**src/rtl/led_pkg.sv**
```systemverilog
// ----------------------------------------------------------------------------
// led_pkg
// Shared definitions for the 16-LED pattern sequencer:
//   - mode_e : pattern encodings (ROT_L, ROT_R, BOUNCE, BLINK)
//   - dir_e  : bounce direction flag
//   - seed constants loaded on mode_load, plus a seed lookup helper
// ----------------------------------------------------------------------------
package led_pkg;

    localparam int unsigned LED_W = 16;

    typedef enum logic [1:0] {
        MODE_ROT_L  = 2'b00,
        MODE_ROT_R  = 2'b01,
        MODE_BOUNCE = 2'b10,
        MODE_BLINK  = 2'b11
    } mode_e;

    typedef enum logic {
        DIR_L = 1'b0,
        DIR_R = 1'b1
    } dir_e;

    localparam logic [LED_W-1:0] SEED_ROT_L  = 16'h0001;
    localparam logic [LED_W-1:0] SEED_ROT_R  = 16'h8000;
    localparam logic [LED_W-1:0] SEED_BOUNCE = 16'h0001;
    localparam logic [LED_W-1:0] SEED_BLINK  = 16'hFFFF;

    // Pattern value loaded when a mode is (re)started.
    function automatic logic [LED_W-1:0] seed_for(mode_e m);
        logic [LED_W-1:0] s;
        s = SEED_ROT_L;
        case (m)
            MODE_ROT_L:  s = SEED_ROT_L;
            MODE_ROT_R:  s = SEED_ROT_R;
            MODE_BOUNCE: s = SEED_BOUNCE;
            MODE_BLINK:  s = SEED_BLINK;
            default:     s = SEED_ROT_L;
        endcase
        return s;
    endfunction

endpackage

```
**src/rtl/led_step_gen.sv**
```systemverilog
// ----------------------------------------------------------------------------
// led_step_gen
// Step prescaler: counts clk cycles and emits a one-cycle step pulse every
// DIV*(speed_q+1) cycles. The speed input is captured only at a step or a
// restart so a mid-period speed change never shortens/lengthens the period
// already in progress.
// Ports:
//   i_clk     system clock
//   i_rst     synchronous active-high reset
//   i_restart restart pulse (mode_load): clears count, captures speed
//   i_pause   level: hold count, suppress step
//   i_speed   rate select
//   o_step    combinational step pulse (count at terminal, not paused/restarting)
// ----------------------------------------------------------------------------
module led_step_gen #(
    parameter int unsigned DIV   = 10,
    parameter int unsigned SPD_W = 4,
    parameter int unsigned CNT_W = 32
) (
    input  logic             i_clk,
    input  logic             i_rst,
    input  logic             i_restart,
    input  logic             i_pause,
    input  logic [SPD_W-1:0] i_speed,
    output logic             o_step
);

    logic [CNT_W-1:0] r_cnt;
    logic [SPD_W-1:0] r_speed_q;
    logic [CNT_W-1:0] w_term;
    logic             w_at_term;

    assign w_term    = CNT_W'(DIV) * (CNT_W'(r_speed_q) + CNT_W'(1)) - CNT_W'(1);
    assign w_at_term = (r_cnt == w_term);
    assign o_step    = w_at_term && !i_pause && !i_restart;

    always_ff @(posedge i_clk) begin
        if (i_rst) begin
            r_cnt     <= '0;
            r_speed_q <= '0;
        end else if (i_restart) begin
            r_cnt     <= '0;
            r_speed_q <= i_speed;
        end else if (i_pause) begin
            r_cnt     <= r_cnt;
            r_speed_q <= r_speed_q;
        end else if (o_step) begin
            r_cnt     <= '0;
            r_speed_q <= i_speed;
        end else begin
            r_cnt     <= r_cnt + CNT_W'(1);
        end
    end

endmodule

```
**src/rtl/led_pattern_ctrl.sv**
```systemverilog
// ----------------------------------------------------------------------------
// led_pattern_ctrl
// 16-LED pattern sequencer. Holds the active mode (FSM state, changes only on
// mode_load), the bounce direction flag and the LED register, and advances
// the pattern on every step from led_step_gen.
// Ports:
//   i_clk        system clock
//   i_rst        synchronous active-high reset
//   i_mode_sel   requested pattern (00 ROT_L, 01 ROT_R, 10 BOUNCE, 11 BLINK)
//   i_mode_load  one-cycle pulse: apply i_mode_sel and restart the pattern
//   i_speed      rate select, step period = DIV*(speed+1)
//   i_pause      level: freeze prescaler and LEDs
//   o_led        LED drive, active-high
//   o_step       one-cycle pulse on each pattern advance
//   o_cur_mode   currently active pattern
// ----------------------------------------------------------------------------
module led_pattern_ctrl
    import led_pkg::*;
#(
    parameter int unsigned DIV   = 10,
    parameter int unsigned SPD_W = 4,
    parameter int unsigned CNT_W = 32
) (
    input  logic             i_clk,
    input  logic             i_rst,
    input  logic [1:0]       i_mode_sel,
    input  logic             i_mode_load,
    input  logic [SPD_W-1:0] i_speed,
    input  logic             i_pause,
    output logic [15:0]      o_led,
    output logic             o_step,
    output logic [1:0]       o_cur_mode
);

    mode_e       r_mode;
    dir_e        r_dir;
    logic [15:0] r_led;

    mode_e       w_mode_d;
    dir_e        w_dir_d;
    logic [15:0] w_led_d;

    logic [15:0] w_led_adv;
    dir_e        w_dir_adv;
    dir_e        w_dir_eff;
    logic        w_step;

    led_step_gen #(
        .DIV   (DIV),
        .SPD_W (SPD_W),
        .CNT_W (CNT_W)
    ) u_step_gen (
        .i_clk     (i_clk),
        .i_rst     (i_rst),
        .i_restart (i_mode_load),
        .i_pause   (i_pause),
        .i_speed   (i_speed),
        .o_step    (w_step)
    );

    // Per-mode next pattern value, used only when a step fires.
    always_comb begin
        w_led_adv = r_led;
        w_dir_adv = r_dir;
        w_dir_eff = r_dir;
        unique case (r_mode)
            MODE_ROT_L:  w_led_adv = {r_led[14:0], r_led[15]};
            MODE_ROT_R:  w_led_adv = {r_led[0], r_led[15:1]};
            MODE_BOUNCE: begin
                // An end bit forces the move away from that end, so the
                // pattern can never shift the hot bit out of the register.
                if (r_led[15]) begin
                    w_dir_eff = DIR_R;
                end else if (r_led[0]) begin
                    w_dir_eff = DIR_L;
                end
                w_led_adv = (w_dir_eff == DIR_L) ? (r_led << 1) : (r_led >> 1);
                // Flip on the step that lands on an end: 4000->8000->4000.
                if (w_led_adv[15]) begin
                    w_dir_adv = DIR_R;
                end else if (w_led_adv[0]) begin
                    w_dir_adv = DIR_L;
                end else begin
                    w_dir_adv = w_dir_eff;
                end
            end
            MODE_BLINK:  w_led_adv = ~r_led;
        endcase
        // Hot-bit modes recover to their seed if the register was ever empty.
        if (r_mode != MODE_BLINK && r_led == '0) begin
            w_led_adv = seed_for(r_mode);
            w_dir_adv = DIR_L;
        end
    end

    // Next-state: mode_load beats step; pause is already folded into w_step.
    always_comb begin
        w_mode_d = r_mode;
        w_dir_d  = r_dir;
        w_led_d  = r_led;
        if (i_mode_load) begin
            w_mode_d = mode_e'(i_mode_sel);
            w_led_d  = seed_for(mode_e'(i_mode_sel));
            w_dir_d  = DIR_L;
        end else if (w_step) begin
            w_led_d = w_led_adv;
            w_dir_d = w_dir_adv;
        end
    end

    always_ff @(posedge i_clk) begin
        if (i_rst) begin
            r_mode <= MODE_ROT_L;
            r_dir  <= DIR_L;
            r_led  <= SEED_ROT_L;
        end else begin
            r_mode <= w_mode_d;
            r_dir  <= w_dir_d;
            r_led  <= w_led_d;
        end
    end

    assign o_led      = r_led;
    assign o_step     = w_step;
    assign o_cur_mode = r_mode;

endmodule
```
**config.mk**
```make
export PLATFORM = sky130hd
export DESIGN_NAME = led_pattern_ctrl
export DESIGN_NICKNAME = d
export VERILOG_FILES = /design/src/rtl/led_pkg.sv /design/src/rtl/led_step_gen.sv /design/src/rtl/led_pattern_ctrl.sv
export SDC_FILE = /design/constraint.sdc
export NUM_CORES = 1
export LEC_CHECK = 0
export CORE_MARGIN = 4
export CORE_UTILIZATION = 35
export CTS_CLUSTER_SIZE = 8
export DETAILED_ROUTE_END_ITERATION = 16
export HOLD_SLACK_MARGIN = 0.03
export MAX_ROUTING_LAYER = met4
export SYNTH_ARGS = -nofsm -noshare
export SYNTH_HDL_FRONTEND = slang
export SYNTH_SLANG_ARGS = --single-unit
export TNS_END_PERCENT = 30
```
**constraint.sdc**
```tcl
create_clock -name i_clk -period 5.4 [get_ports i_clk]
set_input_delay 0.81 -clock i_clk [delete_from_list [all_inputs] [get_ports i_clk]]
set_output_delay 0.81 -clock i_clk [all_outputs]
set_load 0.03 [all_outputs]
```
After elaboration in Yosys (flattened, before gate mapping)
Cells that the tools add are included.
{ "op_classes": {"add_sub_neg": 3, "mul": 1, "eq_ne": 9, "muxes": 18, "bitwise": 1, "n_reduce_logical": 15} }
{ "op_table": {"columns": ["operator", "n"], "rows": [
  ["case mux 16 bit (3 select lines)", 2],
  ["two-way mux 16 bit", 4],
  ["case mux 16 bit (4 select lines)", 1],
  ["adder 32 x 1 -> 32 bit, second input constant", 1],
  ["== test 32 bit", 1],
  ["multiplier 3 x 32 -> 31 bit, first input constant", 1],
  ["two-way mux 32 bit", 1],
  ["subtractor 32 x 1 -> 32 bit, second input constant", 1],
  ["zero test 16 bit", 1],
  ["NOT 16 bit", 1],
  ["two-way mux 4 bit", 3],
  ["== test 2 bit, second input constant", 4],
  ["two-way mux 1 bit", 7],
  ["OR reduction 2 bit", 3],
  ["adder 4 x 1 -> 5 bit, second input constant", 1],
  ["== test 2 x 1 -> 1 bit, second input constant", 2],
  ["zero test 2 bit", 2],
  ["inequality test 2 bit, second input constant", 2],
  ["AND reduction 2 bit", 2],
  ["nonzero test 2 bit", 2],
  ["logical AND 1 bit", 3],
  ["zero test 1 bit", 2]
]} }
{ "word_totals": {"regBits": 55, "input_bits": 10, "output_inout_bits": 19, "elab_cells": 52} }

Longest topological paths before layout
{ "depth": {"ltp_word": 9, "ltp_mapped": 19, "mapped_depth_nobuf": 16} }

Hierarchy
Synthesis repeated with hierarchy kept, for this count alone.
{ "unflattened": {"cells_unflattened": 409, "hier_area_um2": 3580.9} }
{ "by_module_without_submodules": {"columns": ["module", "n_inst", "cells_per_inst", "area_per_inst_um2", "seq_area_each_um2"], "rows": [
  ["led_step_gen", 1, 262, 2296.0, 720.7],
  ["led_pattern_ctrl", 1, 147, 1285.0, 380.4]
]} }

Worst setup path before layout
No wires, ideal clock.
{ "synth_path": {"path_kind": "register to output", "startpoint": "register u_step_gen.r_speed_q[0]", "endpoint": "output port o_step", "t_arrival_ns": 4.289, "t_required_ns": 4.590, "slack_ns": 0.301, "path_stages_with_launch": 16, "n_path_buf": 0, "path_cell_list": "dfxtp_1 -> ha_1 -> xnor2_1 -> inv_1 -> ha_1 -> inv_1 -> fa_1 -> nor4bb_1 -> and3_1 -> and2_1 -> ha_1 -> xor2_1 -> and4_1 -> o2111a_1 -> o211ai_1 -> nor4_1"} }
{ "synth_between": {"elab_chain_cells": 6} }
{ "synth_rtl": {"columns": ["item", "line_no", "rtl"], "rows": [
  ["start: declaration", "led_step_gen.sv:29", "logic [SPD_W-1:0] r_speed_q;"],
  ["start signal: assignment", "led_step_gen.sv:43", "r_speed_q <= i_speed;"],
  ["start signal: assignment", "led_step_gen.sv:46", "r_speed_q <= r_speed_q;"],
  ["start signal: assignment", "led_step_gen.sv:49", "r_speed_q <= i_speed;"],
  ["adder 4 x 1 -> 5 bit", "led_step_gen.sv:33", "assign w_term = CNT_W'(DIV) * (CNT_W'(r_speed_q) + CNT_W'(1)) - CNT_W'(1);"],
  ["multiplier 3 x 32 -> 31 bit", "led_step_gen.sv:33", null],
  ["subtractor 32 x 1 -> 32 bit", "led_step_gen.sv:33", null],
  ["== test 32 bit", "led_step_gen.sv:34", "assign w_at_term = (r_cnt == w_term);"],
  ["logical AND 1 bit (2 in series)", "led_step_gen.sv:35", "assign o_step = w_at_term && !i_pause && !i_restart;"],
  ["end: declaration", "led_pattern_ctrl.sv:31", "output logic o_step,"]
]} }
Every way passes these cells.

Worst setup path after layout
Ends and elaborated chain as after synthesis.

==> metrics <==
DR DRC count 0; GR Util met1 0.189; initial DRC count 160; reg2reg end u_step_gen.r_cnt[26]; CTS root buffer clkbuf_8; Detail Route Antenna Nets 0; layout cells sized above 1 0.0685; fillers about 1100; headroom to the max-slew limit 0.206; Max Clk Rate between 0.15 and 0.2 GHz; Worst-Margin Slew roughly 1.2 ns; routability-driven placement congestion ratio 0.807; Initial Util 0.358; met3 GRT Util 0.0247; largest area contributor in the netlist dfxtp_1; crit path capture type primary output; Clock Latency Late Sink 0.32 ns; Tcrit/Tclk final 0.947; routed wire length 8530 um; via count 3181; first-pass GRT wire length 14800 um; Final Cell Area 4170 um2; Port Buf Inserts 28; total CTS buffers 5; final worst path period need between 5 and 6 ns; min-delay worst type reg2reg; # H-tree levels 2; Buf+Inv Stages, Crit Path 3; Post-synth EDFFs 0; vias in the first global route between 3000 and 4000; worst-path cell chain ha_2 > xnor2_2 > inv_1 > ha_1 > inv_1 > fa_1 > nor4bb_2 > and3_1 > and2_1 > ha_1 > xor2_1 > and4_1 > o2111a_1 > o211ai_1 > nor4_1 > buf_4; hold path cells 2; Hold Fails Final Rpt 0; max_cap viols 0; core area 10300 um2; busiest layer in global routing met2; Peak VDD IR 100 uV; Post-Syn Instances 448; area growth from synthesis to layout 13.5%; FP Rows 37; cell area after synthesis around 3700 um2; status finished, final reports clean; DR WL/cell 14.1 um; remaining global-route overflow 0; final setup TNS 0 ns; CTS sink cnt 55; Worst-path clk slew 0.10 ns; Post-DP HPWL 6110 um; leak pwr around 1.5 nW; critical register-to-register path startpoint u_step_gen.r_speed_q[0]; Min-Delay Endpoint u_step_gen.r_cnt[0]; prevailing post-synth register cell dfxtp_1; met2 Use GR 0.235; worst stage delay on the critical path between 0.5 and 0.6 ns; Die Area 12200 um2; CTS tree built; 1st-pass router iterations 4; reg2reg path depth 18; RSZ-0062 raised after global routing no; WP data required approximately 4.6 ns; cts hold-fix bufs 0; R2R Setup Slk approximately 1.1 ns; top-area cell type share of the netlist area 0.299; Avg Inst Size Synth a little over 8 um2; post-synthesis sequential area ratio 0.299; Syn Nets 469; Chip Height 111 um; post-placement cell area 4060 um2; initial antenna violation count 0; Worst Skew 0.00883 ns; FF+latch count, synth 55; Clock Path Buffers 2; GR Util All Layers 0.144; via density per instance 5.28; critical path class reg2out; # diodes 0; Data arrival, critical path 4.31 ns; Startpoint Class flip-flop; hold path start u_step_gen.r_cnt[0]; Synth async-reset ratio 0; Die X-Extent 111 um; delay-heaviest family, CP adder cells; Synth area leaders dfxtp_1 30%, xor2_1 6.2%, mux2i_1 5.4%; I/O Pins 29; Final setup viols 0; largest net degree at the start of global routing 45; crit path max fanout 9; Cell variety after synth 58; Slew Viols, Final 0; CP max-delay cell fa_1; Pwr Density approximately 190 nW/um2; Nets 487; Ys Warns 0
[sequential cells by signal (all words and copies together), names as in the netlist]
name and count:
u_step_gen.r_speed_q 4, u_step_gen.r_cnt 32, o_cur_mode 2, r_dir 1
o_led 16
[Yosys cell counts (2+ instances only)]
master / count
o21bai_1: 14
or2_2: 3
xnor2_1: 15
buf_2: 5
o211ai_1: 2
clkbuf_1: 16
nor2b_1: 5
or3_1: 3
nor4_1: 11
nand4_1: 19
and3_1: 7
nand2b_1: 23
inv_1: 14
and2_1: 4
dfxtp_1: 55
mux2i_1: 20
and4_1: 8
xor2_1: 26
a21oi_1: 20
o211a_1: 2
ha_1: 10
nand3_1: 18
nor2_1: 53
nand2_1: 19
o311ai_0: 2
nor3_1: 7
a221o_1: 2
o21ai_0: 18
a211o_1: 2
a31oi_1: 17
[placed cells by master (no fill, tap or decap), drive strengths merged, types with 2 or more instances in the layout]
cell type and n:
dfxtp 55, nor2 53, clkdlybuf4s50 27, xor2 26
nand2b 23, a21oi 20, mux2i 20, nand2 19
nand4 19, nand3 19, o21ai 19, a31oi 18
xnor2 15, inv 14, o21bai 14, nor4 12
ha 10, and4 8, buf 8, and3 7
nor3 7, clkbuf 6, nor2b 5, and2 5
or3 3, or2 3, a211o 2, o211ai 2
o211a 2, o311ai 2, a221o 2, xnor3 2
clkinv 2
[where the power goes]
part           internal, mW  leakage [nW]  switching (mW)
sequential            0.414         0.446          0.0166
clock                0.0912        0.0412           0.141
combinational        0.0679          1.05          0.0781
total                 0.573          1.54           0.236
[metal layers]
layer | up-vias | wire [um]
met1 | 1485 | 4230
met5 | - | 0
li1 | 1647 | -
met2 | 42 | 3990
met3 | 7 | 234
met4 | 0 | 76
[logic make-up (layout without fill, tap and decap cells)]
family	Yosys count	after routing	synth area share
buffers and inverters	39	58	0.0480
and+or+nand+nor	187	187	0.275
xor gates and xnor gates	43	43	0.110
AOI/OAI and AO/OA	92	92	0.170
muxes	21	21	0.0575
DFF	55	55	0.299
adders and majority gates	11	11	0.0395
[worst min-delay path: stages (launching register included)]
cell and delay, ns:
dfxtp_1 0.33, nor2_1 0.10, nor3_1 0.04
[final cells by class]
cell class | instances | area (um2) | share of cell area
flip-flops and latches | 55 | 1100 | 0.264
repair buffers | 35 | 330 | 0.0791
well taps | 136 | 170 | 0.0408
clock buffers | 6 | 72.6 | 0.0174
inverters | 15 | 56.3 | 0.0135
clock inverters | 2 | 12.5 | 0.00300
multi-input cells | 354 | 2430 | 0.582
[repair_timing]
action / 4_1_cts / 5_1_grt
buffers inserted: 0 / 2
gates resized for setup: 2 / 2
setup endpoints to repair: 1 / 1
pin swaps: 0 / 1
[per-stage QoR]
| step | std cells | util | worst slack (ns) | hold WS, ns | power [mW] |
|---|---|---|---|---|---|
| 2_1_floorplan | 448 | - | 0.301 | 0.481 | 0.542 |
| 3_3_place_gp | 593 | 0.395 | 0.475 | 0.494 | 0.581 |
| 3_5_place_dp | 593 | 0.395 | 0.271 | 0.497 | 0.583 |
| 4_1_cts | 601 | 0.404 | 0.0614 | 0.515 | 0.817 |
| 5_1_grt | 603 | 0.406 | 0.0111 | 0.537 | 0.848 |
| 6_report | 603 | 0.406 | 0.285 | 0.513 | 0.809 |
[worst max-delay path by stage]
| stage | from | endpoint | slack, ns | cells past startpoint |
|---|---|---|---|---|
| floorplan | u_step_gen.r_speed_q[0] | o_step | 0.30 | 15 |
| global placement | u_step_gen.r_speed_q[0] | o_step | 0.47 | 16 |
| detailed placement | u_step_gen.r_speed_q[0] | o_step | 0.27 | 16 |
| CTS | u_step_gen.r_speed_q[0] | o_step | 0.06 | 16 |
| global route | u_step_gen.r_speed_q[2] | o_step | 0.01 | 16 |
| finish | u_step_gen.r_speed_q[0] | o_step | 0.28 | 16 |
Power figures use the tool's default switching activity.
